==> src/rtl/tx_credit_scheduler_if.sv <==
// Request/grant and DLL credit-limit bundle between the four TX TLP sources and
// tx_credit_scheduler. The scheduler takes the slave side; the sources take the master side.
interface tx_credit_scheduler_if #(
  parameter int FC_HDR_WIDTH  = 8,
  parameter int FC_DATA_WIDTH = 12
);
  logic [3:0]                 req_valid;
  logic                       rx_is_cpl;
  logic [4*FC_DATA_WIDTH-1:0] req_data_crd;
  logic                       buffer_ready;
  logic                       tlp_done;
  logic                       fc_update_valid;
  logic [1:0]                 fc_type;
  logic [FC_HDR_WIDTH-1:0]    fc_hdr_limit;
  logic [FC_DATA_WIDTH-1:0]   fc_data_limit;
  logic [3:0]                 grant;
  logic                       busy;

  modport master (
    output req_valid, rx_is_cpl, req_data_crd, buffer_ready, tlp_done,
           fc_update_valid, fc_type, fc_hdr_limit, fc_data_limit,
    input  grant, busy
  );

  modport slave (
    input  req_valid, rx_is_cpl, req_data_crd, buffer_ready, tlp_done,
           fc_update_valid, fc_type, fc_hdr_limit, fc_data_limit,
    output grant, busy
  );
endinterface

==> src/rtl/tx_credit_scheduler.sv <==
// Credit-gated round-robin scheduler for the four PCIe TX TLP sources.
// Optional starvation promotion is enabled by defining TX_SCHED_STARVE_EN.
module tx_credit_scheduler #(
  parameter int FC_HDR_WIDTH  = 8,
  parameter int FC_DATA_WIDTH = 12,
  parameter int STARVE_LIMIT  = 8
) (
  input  logic                 clk,
  input  logic                 arst,
  tx_credit_scheduler_if.slave bus
);
  localparam logic [1:0] CLS_P   = 2'd0;
  localparam logic [1:0] CLS_NP  = 2'd1;
  localparam logic [1:0] CLS_CPL = 2'd2;

  localparam logic [FC_HDR_WIDTH-1:0]  HDR_HALF  = {1'b1, {(FC_HDR_WIDTH-1){1'b0}}};
  localparam logic [FC_DATA_WIDTH-1:0] DATA_HALF = {1'b1, {(FC_DATA_WIDTH-1){1'b0}}};
  localparam logic [FC_HDR_WIDTH-1:0]  HDR_ONE   = {{(FC_HDR_WIDTH-1){1'b0}}, 1'b1};

  typedef enum logic [1:0] {
    ST_IDLE  = 2'd0,
    ST_GRANT = 2'd1,
    ST_BUSY  = 2'd2
  } state_e;

  state_e state_q, state_d;

  logic [2:0][FC_HDR_WIDTH-1:0]  hdr_limit_q, hdr_limit_d;
  logic [2:0][FC_HDR_WIDTH-1:0]  hdr_cons_q, hdr_cons_d;
  logic [2:0][FC_DATA_WIDTH-1:0] data_limit_q, data_limit_d;
  logic [2:0][FC_DATA_WIDTH-1:0] data_cons_q, data_cons_d;

  logic [1:0]               ptr_q, ptr_d;
  logic [1:0]               win_idx_q, win_idx_d;
  logic [1:0]               win_cls_q, win_cls_d;
  logic [FC_DATA_WIDTH-1:0] win_need_q, win_need_d;
  logic [3:0]               grant_q, grant_d;
  logic                     busy_q, busy_d;

  logic [3:0]                    elig;
  logic [3:0][1:0]               src_cls;
  logic [3:0][FC_DATA_WIDTH-1:0] src_need;
  logic                          rr_found;
  logic [1:0]                    rr_idx;
  logic [1:0]                    sel_idx;
  logic                          launch;

  genvar gi;
  generate
    for (gi = 0; gi < 4; gi++) begin : g_src
      logic [FC_HDR_WIDTH-1:0]  hdr_lim, hdr_used, hdr_room;
      logic [FC_DATA_WIDTH-1:0] data_lim, data_used, data_room;

      // Sources 0..2 have fixed classes equal to their index; source 3 follows rx_is_cpl.
      if (gi == 3) begin : g_rx
        assign src_cls[gi] = bus.rx_is_cpl ? CLS_CPL : CLS_P;
      end else begin : g_fixed
        assign src_cls[gi] = 2'(gi);
      end

      assign src_need[gi] = bus.req_data_crd[gi*FC_DATA_WIDTH +: FC_DATA_WIDTH];

      always_comb begin
        hdr_lim   = hdr_limit_q[CLS_P];
        hdr_used  = hdr_cons_q[CLS_P];
        data_lim  = data_limit_q[CLS_P];
        data_used = data_cons_q[CLS_P];
        case (src_cls[gi])
          CLS_NP: begin
            hdr_lim   = hdr_limit_q[CLS_NP];
            hdr_used  = hdr_cons_q[CLS_NP];
            data_lim  = data_limit_q[CLS_NP];
            data_used = data_cons_q[CLS_NP];
          end
          CLS_CPL: begin
            hdr_lim   = hdr_limit_q[CLS_CPL];
            hdr_used  = hdr_cons_q[CLS_CPL];
            data_lim  = data_limit_q[CLS_CPL];
            data_used = data_cons_q[CLS_CPL];
          end
          default: ;
        endcase
      end

      // Modular headroom: a result in the upper half means the need overruns the limit.
      assign hdr_room  = hdr_lim - (hdr_used + HDR_ONE);
      assign data_room = data_lim - (data_used + src_need[gi]);
      assign elig[gi]  = bus.req_valid[gi] && (hdr_room <= HDR_HALF) && (data_room <= DATA_HALF);
    end
  endgenerate

  always_comb begin
    rr_found = 1'b0;
    rr_idx   = ptr_q;
    for (int k = 0; k < 4; k++) begin
      if (!rr_found && elig[ptr_q + 2'(k)]) begin
        rr_found = 1'b1;
        rr_idx   = ptr_q + 2'(k);
      end
    end
  end

  assign launch = (state_q == ST_IDLE) && rr_found && bus.buffer_ready;

`ifdef TX_SCHED_STARVE_EN
  localparam int STARVE_W = $clog2(STARVE_LIMIT + 1);
  localparam logic [STARVE_W-1:0] STARVE_MAX = STARVE_W'(STARVE_LIMIT);
  localparam logic [STARVE_W-1:0] STARVE_ONE = STARVE_W'(1);

  logic [3:0] starved;
  logic       st_found;
  logic [1:0] st_idx;

  generate
    for (gi = 0; gi < 4; gi++) begin : g_starve
      logic [STARVE_W-1:0] cnt_q, cnt_d;

      // Only losses while actually eligible count; credit-blocked waiting does not.
      always_comb begin
        cnt_d = cnt_q;
        if (launch) begin
          if (sel_idx == 2'(gi)) begin
            cnt_d = '0;
          end else if (elig[gi] && (cnt_q != STARVE_MAX)) begin
            cnt_d = cnt_q + STARVE_ONE;
          end
        end
      end

      always_ff @(posedge clk or negedge arst) begin
        if (!arst) begin
          cnt_q <= '0;
        end else begin
          cnt_q <= cnt_d;
        end
      end

      assign starved[gi] = elig[gi] && (cnt_q == STARVE_MAX);
    end
  endgenerate

  always_comb begin
    st_found = 1'b0;
    st_idx   = 2'd0;
    for (int k = 3; k >= 0; k--) begin
      if (starved[k]) begin
        st_found = 1'b1;
        st_idx   = 2'(k);
      end
    end
  end

  assign sel_idx = st_found ? st_idx : rr_idx;
`else
  assign sel_idx = rr_idx;
`endif

  always_comb begin
    state_d    = state_q;
    grant_d    = 4'b0000;
    ptr_d      = ptr_q;
    win_idx_d  = win_idx_q;
    win_cls_d  = win_cls_q;
    win_need_d = win_need_q;
    case (state_q)
      ST_IDLE: begin
        if (launch) begin
          state_d    = ST_GRANT;
          grant_d    = 4'b0001 << sel_idx;
          win_idx_d  = sel_idx;
          win_cls_d  = src_cls[sel_idx];
          win_need_d = src_need[sel_idx];
        end
      end
      ST_GRANT: begin
        state_d = ST_BUSY;
        ptr_d   = win_idx_q + 2'd1;
      end
      ST_BUSY: begin
        if (bus.tlp_done) begin
          state_d = ST_IDLE;
        end
      end
      default: state_d = ST_IDLE;
    endcase
    busy_d = (state_d == ST_BUSY);
  end

  // Limit writes and consumption are independent, so both may hit one class in a cycle.
  always_comb begin
    hdr_limit_d  = hdr_limit_q;
    data_limit_d = data_limit_q;
    hdr_cons_d   = hdr_cons_q;
    data_cons_d  = data_cons_q;
    for (int c = 0; c < 3; c++) begin
      if (bus.fc_update_valid && (bus.fc_type == 2'(c))) begin
        hdr_limit_d[c]  = bus.fc_hdr_limit;
        data_limit_d[c] = bus.fc_data_limit;
      end
      if ((state_q == ST_GRANT) && (win_cls_q == 2'(c))) begin
        hdr_cons_d[c]  = hdr_cons_q[c] + HDR_ONE;
        data_cons_d[c] = data_cons_q[c] + win_need_q;
      end
    end
  end

  always_ff @(posedge clk or negedge arst) begin
    if (!arst) begin
      state_q      <= ST_IDLE;
      hdr_limit_q  <= '0;
      hdr_cons_q   <= '0;
      data_limit_q <= '0;
      data_cons_q  <= '0;
      ptr_q        <= 2'd0;
      win_idx_q    <= 2'd0;
      win_cls_q    <= CLS_P;
      win_need_q   <= '0;
      grant_q      <= 4'b0000;
      busy_q       <= 1'b0;
    end else begin
      state_q      <= state_d;
      hdr_limit_q  <= hdr_limit_d;
      hdr_cons_q   <= hdr_cons_d;
      data_limit_q <= data_limit_d;
      data_cons_q  <= data_cons_d;
      ptr_q        <= ptr_d;
      win_idx_q    <= win_idx_d;
      win_cls_q    <= win_cls_d;
      win_need_q   <= win_need_d;
      grant_q      <= grant_d;
      busy_q       <= busy_d;
    end
  end

  assign bus.grant = grant_q;
  assign bus.busy  = busy_q;
endmodule

==> src/flat_wrapper.sv <==
// flat-port wrapper written by rule: the top's interface ports become plain ports
module tx_credit_scheduler_flat 
#(
  parameter int FC_HDR_WIDTH  = 8,
  parameter int FC_DATA_WIDTH = 12,
  parameter int STARVE_LIMIT  = 8
)
  (clk, arst, bus_req_valid, bus_rx_is_cpl, bus_req_data_crd, bus_buffer_ready, bus_tlp_done, bus_fc_update_valid, bus_fc_type, bus_fc_hdr_limit, bus_fc_data_limit, bus_grant, bus_busy);
  tx_credit_scheduler_if #(.FC_HDR_WIDTH(FC_HDR_WIDTH), .FC_DATA_WIDTH(FC_DATA_WIDTH)) bus_i ();
  input  logic clk;
  input  logic arst;
  input wire logic [$bits(bus_i.req_valid)-1:0] bus_req_valid;
  input wire logic [$bits(bus_i.rx_is_cpl)-1:0] bus_rx_is_cpl;
  input wire logic [$bits(bus_i.req_data_crd)-1:0] bus_req_data_crd;
  input wire logic [$bits(bus_i.buffer_ready)-1:0] bus_buffer_ready;
  input wire logic [$bits(bus_i.tlp_done)-1:0] bus_tlp_done;
  input wire logic [$bits(bus_i.fc_update_valid)-1:0] bus_fc_update_valid;
  input wire logic [$bits(bus_i.fc_type)-1:0] bus_fc_type;
  input wire logic [$bits(bus_i.fc_hdr_limit)-1:0] bus_fc_hdr_limit;
  input wire logic [$bits(bus_i.fc_data_limit)-1:0] bus_fc_data_limit;
  output wire logic [$bits(bus_i.grant)-1:0] bus_grant;
  output wire logic [$bits(bus_i.busy)-1:0] bus_busy;
  assign bus_i.req_valid = bus_req_valid;
  assign bus_i.rx_is_cpl = bus_rx_is_cpl;
  assign bus_i.req_data_crd = bus_req_data_crd;
  assign bus_i.buffer_ready = bus_buffer_ready;
  assign bus_i.tlp_done = bus_tlp_done;
  assign bus_i.fc_update_valid = bus_fc_update_valid;
  assign bus_i.fc_type = bus_fc_type;
  assign bus_i.fc_hdr_limit = bus_fc_hdr_limit;
  assign bus_i.fc_data_limit = bus_fc_data_limit;
  assign bus_grant = bus_i.grant;
  assign bus_busy = bus_i.busy;
  tx_credit_scheduler #(.FC_HDR_WIDTH(FC_HDR_WIDTH), .FC_DATA_WIDTH(FC_DATA_WIDTH), .STARVE_LIMIT(STARVE_LIMIT)) u_core (.clk(clk), .arst(arst), .bus(bus_i));
endmodule
==> config.mk <==
export PLATFORM = sky130hd
export DESIGN_NAME = tx_credit_scheduler_flat
export DESIGN_NICKNAME = d
export VERILOG_FILES = /design/src/rtl/tx_credit_scheduler_if.sv /design/src/rtl/tx_credit_scheduler.sv /design/src/flat_wrapper.sv
export SDC_FILE = /design/constraint.sdc
export NUM_CORES = 1
export LEC_CHECK = 0
export CORE_UTILIZATION = 40
export DETAILED_ROUTE_END_ITERATION = 10
export PLACE_DENSITY = 0.57
export SYNTH_ARGS = -nofsm -noshare
export SYNTH_HDL_FRONTEND = slang
export SYNTH_SLANG_ARGS = --single-unit
==> constraint.sdc <==
create_clock -name clk -period 3.7 [get_ports clk]
set_clock_uncertainty 0.2 [all_clocks]
set_input_delay 0.74 -clock clk [delete_from_list [all_inputs] [get_ports clk]]
set_output_delay 0.74 -clock clk [all_outputs]
set_load 0.01 [all_outputs]
## After elaboration in Yosys (flattened, before gate mapping)

Cells that the tools add are included.

- Output and inout bits: 5
- Bits in registers: 145
- Logic and storage cells: 120
- Bits of input ports: 80

- Reduce and logical (&&, ||, !) cells: 26
- Eq/ne operators: 9
- $add $sub $neg: 23
- Mux-type cells: 29
- Magnitude comparators: 13
- Shifts and indexed selects: 1

Operator list:

| kind | count |
|---|---|
| $add A12 B12 Y12 | 7 |
| $le A12 B12 Y1 const B | 4 |
| $pmux W12 S2 | 2 |
| $sub A12 B12 Y12 | 4 |
| $add A8 B1 Y8 const B | 4 |
| $le A8 B8 Y1 const B | 4 |
| $pmux W8 S2 | 2 |
| $sub A8 B8 Y8 | 4 |
| $bmux W12 S2 | 1 |
| $logic_and A1 B1 Y1 | 19 |
| $lt A2 B3 Y1 const B | 5 |
| $mux W2 | 7 |
| $mux W12 | 1 |
| $eq A2 B2 Y1 const B | 5 |
| $bmux W1 S2 | 4 |
| $eq A2 B1 Y1 const B | 4 |
| $mux W1 | 8 |
| $mux W4 | 2 |
| $logic_not A2 Y1 | 3 |
| $pmux W2 S3 | 1 |
| $add A2 B1 Y2 const B | 2 |
| $add A2 B2 Y2 const B | 2 |
| $bmux W2 S2 | 1 |
| $shl A1 B2 Y4 const A | 1 |
| other kinds (2) | 4 |

## Depth between registers and ports, before layout

- Depth in word-level cells: 25
- Gate-level depth with buffers: 20
- Mapped depth without buffers: 17

## Worst setup path after synthesis

OpenSTA, ideal clock, no wires.

- Path kind: input to register
- From: input bus_rx_is_cpl
- To: register u_core.win_need_q[11]
- Arrival: 4.589 ns
- Buffers on the path: 5
- Library setup time: 0.138 ns
- Required time: 3.362 ns
- Stages: 20
- Path slack: -1.227 ns
- Path through: buf_2 buf_1 clkbuf_1 nand2_1 o21ai_0 fa_1 ha_1 o21ai_0 a221oi_1 o21ai_0 a21oi_1 a31oi_1 o41ai_1 nand2_1 a32oi_1 o211ai_2 buf_6 buf_12 mux2i_1 o221ai_1

- Cells in the longest elaborated chain, start to end: 23
- Elaborated cells between the ends (all ways): 41
- Those cells by class: add/sub: 4; order compare: 2; eq/ne: 2; mux: 22; reduce/logical: 11

RTL lines:

| item | line | RTL |
|---|---|---|
| start: declaration | flat_wrapper.sv:13 | `input wire logic [$bits(bus_i.rx_is_cpl)-1:0] bus_rx_is_cpl;` |
| $mux W2 * | tx_credit_scheduler.sv:56 | `assign src_cls[gi] = bus.rx_is_cpl ? CLS_CPL : CLS_P;` |
| branches (longest 6 deep; another with $add A12 B12 Y12) | - |  |
| $logic_and A1 B1 Y1 * | tx_credit_scheduler.sv:88 | `assign elig[gi] = bus.req_valid[gi] && (hdr_room <= HDR_HALF) && (data_room <= DATA_HALF);` |
| branches (longest 15 deep; another with $bmux W1 S2) | - |  |
| end signal: assignment | tx_credit_scheduler.sv:229 | `win_need_q <= win_need_d;` |
| end: declaration | tx_credit_scheduler.sv:36 | `logic [FC_DATA_WIDTH-1:0] win_need_q, win_need_d;` |

Mark *: on every way between the ends. The select of a mux whose other input is x is not followed.
A chain may end at the register's enable or synchronous reset.

## Final worst setup path

- From: input bus_req_data_crd[6]
- To: register u_core.win_need_q[8]

- Cells in the longest elaborated chain, start to end: 19
- Elaborated cells between the ends (all ways): 30
- Those cells by class: add/sub: 2; order compare: 1; mux: 17; reduce/logical: 10

RTL lines:

| item | line | RTL |
|---|---|---|
| start: declaration | flat_wrapper.sv:14 | `input wire logic [$bits(bus_i.req_data_crd)-1:0] bus_req_data_crd;` |
| $add A12 B12 Y12 * | tx_credit_scheduler.sv:87 | `assign data_room = data_lim - (data_used + src_need[gi]);` |
| $sub A12 B12 Y12 * | tx_credit_scheduler.sv:87 |  |
| $le A12 B12 Y1 * | tx_credit_scheduler.sv:88 |  |
| $logic_and A1 B1 Y1 * | tx_credit_scheduler.sv:88 |  |
| branches (longest 15 deep; another with $bmux W1 S2) | - |  |

Marked as above.

==> results_dict.tcl <==
set metrics [dict create \
    cp-start-kind "primary input" \
    drive_gt1_share_pct 30.3 \
    initial_core_util_pct 40.8 \
    min_period_ps 4420 \
    drt_iter0_drc 577 \
    total_power_w 0.0175 \
    synth_top_family_by_area "adder cells" \
    hold_buffers 0 \
    synth_fa_ha_area_share_pct 19.5 \
    cts.sinks 145 \
    portBuffers 84 \
    slew_violations 0 \
    cts_tree "yes" \
    setup_violations 21 \
    placed_cells 2072 \
    synth_nets 1616 \
    hold_viol_final 0 \
    slowest_delay_ps 570 \
    htreeDepth 4 \
    status "finished with violations" \
    clk_pin_slew_ps 60 \
    syn_inst 1371 \
    fmax_mhz 226 \
    vias_per_cell 5.26 \
    antenna_found_initial 1 \
    powerDensity_nw_per_um2 996 \
    synth_cell_types 83 \
    cts_root_buf "clkbuf_16" \
    synth-simple-area-share_pct 13.0 \
    syn_avg_cell_area_sq_um 9.15 \
    place_hpwl_um 30200 \
    synth_compound_area_share_pct 16.2 \
    grt_max_degree 80 \
    tightest_slew_ps 1080 \
    nNetsFinal 1963 \
    ys_seq_elements 145 \
    fillCellCount 2731 \
    yosysMostFrequentCell "inv_1" \
    grt_pass1_wl_um 60500 \
    die_y_um 179 \
    routed_wirelength_um 38900 \
    ant_nets 0 \
    setup-tns-final_ps -13720 \
    critPathSlowestCell "fa_1" \
    p_leak_nw 8.32 \
    n_antenna_cell 0 \
    intPower_w 0.00991 \
    peakVddDrop_uv 506 \
    critPathKind "primary input to register" \
    synth_flop_cell "dfrtp_1" \
    timing.final.ws_setup_ps -721 \
    async_flop_share_pct 100 \
    num_vias 11200 \
    seq_power_share_pct 14.6 \
    synthMuxAreaShare_pct 8.69 \
    arrival_ps 4520 \
    end_kind "register" \
    violations "design-rule violations, negative setup slack" \
    grt_usage_pct 25.0 \
    synth-edff-count 0 \
    drc 14 \
    r2r_end "u_core.win_need_q[4]$_DFFE_PN0P_" \
    synthTopCellsByCount "inv_1 (169), dfrtp_1 (145), nand2_1 (126), ha_1 (114), o21ai_0 (100)" \
    path_cells "dlygate4sd2_1, fa_1, inv_1, ha_1, or3b_2, o311ai_0, or3_4, a2111oi_4, a31oi_1, o22ai_2, o211a_4, buf_4, o41ai_4, inv_2, o21ai_4, buf_12, o221ai_1" \
    ys_seq_area_share_pct 28.9 \
    die_x_um 179 \
    slew_headroom_pct 28.1 \
    yosys-top-cells-area "dfrtp_1 (29%), ha_1 (11%), fa_1 (8.1%), inv_1 (5.1%), mux2_2 (4.9%)" \
    cap_violations 0 \
    yosysWarnings 0 \
    hold_path_class "primary input to asynchronous set/reset pin" \
    cp_max_fo 12 \
    dieArea_sq_um 32100 \
    gp_congestion 0.967 \
    reg2reg_depth 16 \
    grt_pass1_vias 11600 \
    wl_per_cell_um 18.3 \
    pwr-share-comb_pct 74.2 \
    p_sw_w 0.00762 \
    io_pins 85 \
    rr_startpoint "u_core.data_cons_q[0]$_DFFE_PN0P_" \
    syn2layout_area_growth_pct 40.3 \
    clock_latency_ps 440 \
    cp.required_ps 3800 \
    synth_top_area_cell "dfrtp_1" \
    critPathTopFamily "compound AO/OA/AOI/OAI gates" \
    crit_buf_inv 5 \
    fin_crit_sh_pct 119 \
    numCtsBuffers 17 \
    core-area_sq_um 30700 \
    swShare_pct 43.5 \
    fin_cells 2126 \
    grt_remaining_overflow 0 \
    dr.pass1.iters 8 \
    num_rows 64 \
    netlist_area_sq_um 12500 \
    power_frac_clock_pct 11.3 \
    yosys.area_share.xor_xnor_pct 7.19 \
    yosysTopAreaCellShare_pct 28.9 \
    reg2reg_slack_ps -620 \
    clock_path_buffers 2 \
    rsz0062_at_grt "yes" \
]
## cell type report
class | instances | area (sq um) | area share (%)
Multi-Input combinational cell | 1022 | 9050 | 51.5
Sequential cell | 145 | 3630 | 20.6
Timing Repair Buffer | 362 | 3120 | 17.7
Inverter | 170 | 646 | 3.67
Tap cell | 396 | 495 | 2.82
Clock buffer | 17 | 425 | 2.42
Clock inverter | 14 | 229 | 1.30
## per-stage QoR
step	utilization, %	cell area, sq um	worst slack (ps)	hold WS [ps]
2_1_floorplan	-	12700	-708	244
3_3_place_gp	51.6	15900	-1600	272
3_5_place_dp	51.6	15900	-1710	278
4_1_cts	55.3	17000	-933	172
5_1_grt	57.2	17600	-847	192
6_report	57.2	17600	-721	147
## worst max path at each step
stage | end | depth (start not counted) | from | slack (ps)
after floorplan | u_core.win_need_q[10]$_DFFE_PN0P_ | 17 | bus_req_data_crd[0] | -710
after global placement | u_core.win_need_q[4]$_DFFE_PN0P_ | 18 | bus_req_data_crd[0] | -1600
after detailed placement | u_core.win_need_q[4]$_DFFE_PN0P_ | 18 | bus_req_data_crd[0] | -1710
after CTS | u_core.win_need_q[1]$_DFFE_PN0P_ | 19 | u_core.data_cons_q[0]$_DFFE_PN0P_ | -930
after global routing | u_core.win_need_q[10]$_DFFE_PN0P_ | 18 | u_core.data_cons_q[24]$_DFFE_PN0P_ | -850
final | u_core.win_need_q[8]$_DFFE_PN0P_ | 17 | bus_req_data_crd[6] | -720
## power groups by stage
stage	clock (W)	sequential [W]	combinational, W
finish	0.00197	0.00255	0.0130
global route	0.00208	0.00261	0.0142
CTS	0.00200	0.00253	0.0121
detailed placement	0	0.00254	0.0108
global placement	0	0.00253	0.0106
floorplan	0	0.00243	0.00701
## logic make-up (layout without fill, tap and decap cells)
family                     Yosys count  count (layout)
AOI/OAI and AO/OA                  307             307
DFF                                145             145
adders and majority gates          165             165
and+or+nand+nor                    345             345
xor gates and xnor gates           103             103
muxes                              102             102
buffers and inverters              204             563
## per-layer routing
| metal | wire length, um | part of all wire (%) | track usage, % | vias up |
|---|---|---|---|---|
| li1 | - | - | - | 5471 |
| met1 | 16200 | 42 | 29.5 | 5369 |
| met2 | 19600 | 50 | 44.9 | 277 |
| met5 | 17 | 0.044 | 0 | - |
| met4 | 1460 | 3.8 | 10.7 | 2 |
| met3 | 1590 | 4.1 | 3.71 | 67 |
## sequential cells by signal, indices dropped and copies added, names as in the netlist
signal               count
u_core.bus.grant         4
u_core.win_idx_q         2
u_core.ptr_q             2
u_core.bus.busy          1
u_core.data_limit_q     36
u_core.hdr_cons_q       24
u_core.state_q           2
u_core.win_need_q       12
u_core.win_cls_q         2
u_core.data_cons_q      36
u_core.hdr_limit_q      24
## what timing repair did
| action | 4_1_cts | 5_1_grt |
|---|---|---|
| gates cloned | 3 | 2 |
| endpoints found under the setup margin | 21 | 21 |
| pin swaps | 31 | 62 |
| gates resized for setup | 81 | 124 |
| setup buffers | 12 | 9 |
| hold endpoints to repair | 0 | 0 |
## layout by cell type, fill, tap and decap left out, types with 6 or more instances in the layout
| master | n |
|---|---|
| o21ai_1 | 12 |
| a21oi_2 | 7 |
| mux2_2 | 55 |
| o221ai_1 | 13 |
| a21o_1 | 14 |
| o211ai_1 | 11 |
| o21ai_2 | 10 |
| o31ai_1 | 6 |
| inv_2 | 7 |
| nand4_1 | 8 |
| a31oi_1 | 9 |
| nor3_1 | 13 |
| nand2_1 | 121 |
| fa_1 | 42 |
| nor2b_1 | 12 |
| nand3_1 | 18 |
| buf_4 | 265 |
| ha_1 | 92 |
| o21ai_0 | 80 |
| dlymetal6s2s_1 | 16 |
| and3_1 | 8 |
| dlygate4sd2_1 | 16 |
| nand2b_1 | 16 |
| mux2i_4 | 8 |
| dfrtp_1 | 145 |
| xor2_1 | 42 |
| fa_2 | 9 |
| o21a_1 | 12 |
| clkdlybuf4s50_1 | 47 |
| inv_1 | 162 |
| mux2i_1 | 37 |
| a21oi_1 | 46 |
| clkbuf_16 | 19 |
| xnor2_1 | 60 |
| nor2_1 | 81 |
| a21boi_0 | 7 |
| ha_4 | 18 |
| buf_12 | 9 |
No activity file was read; power rests on OpenSTA's default activity.
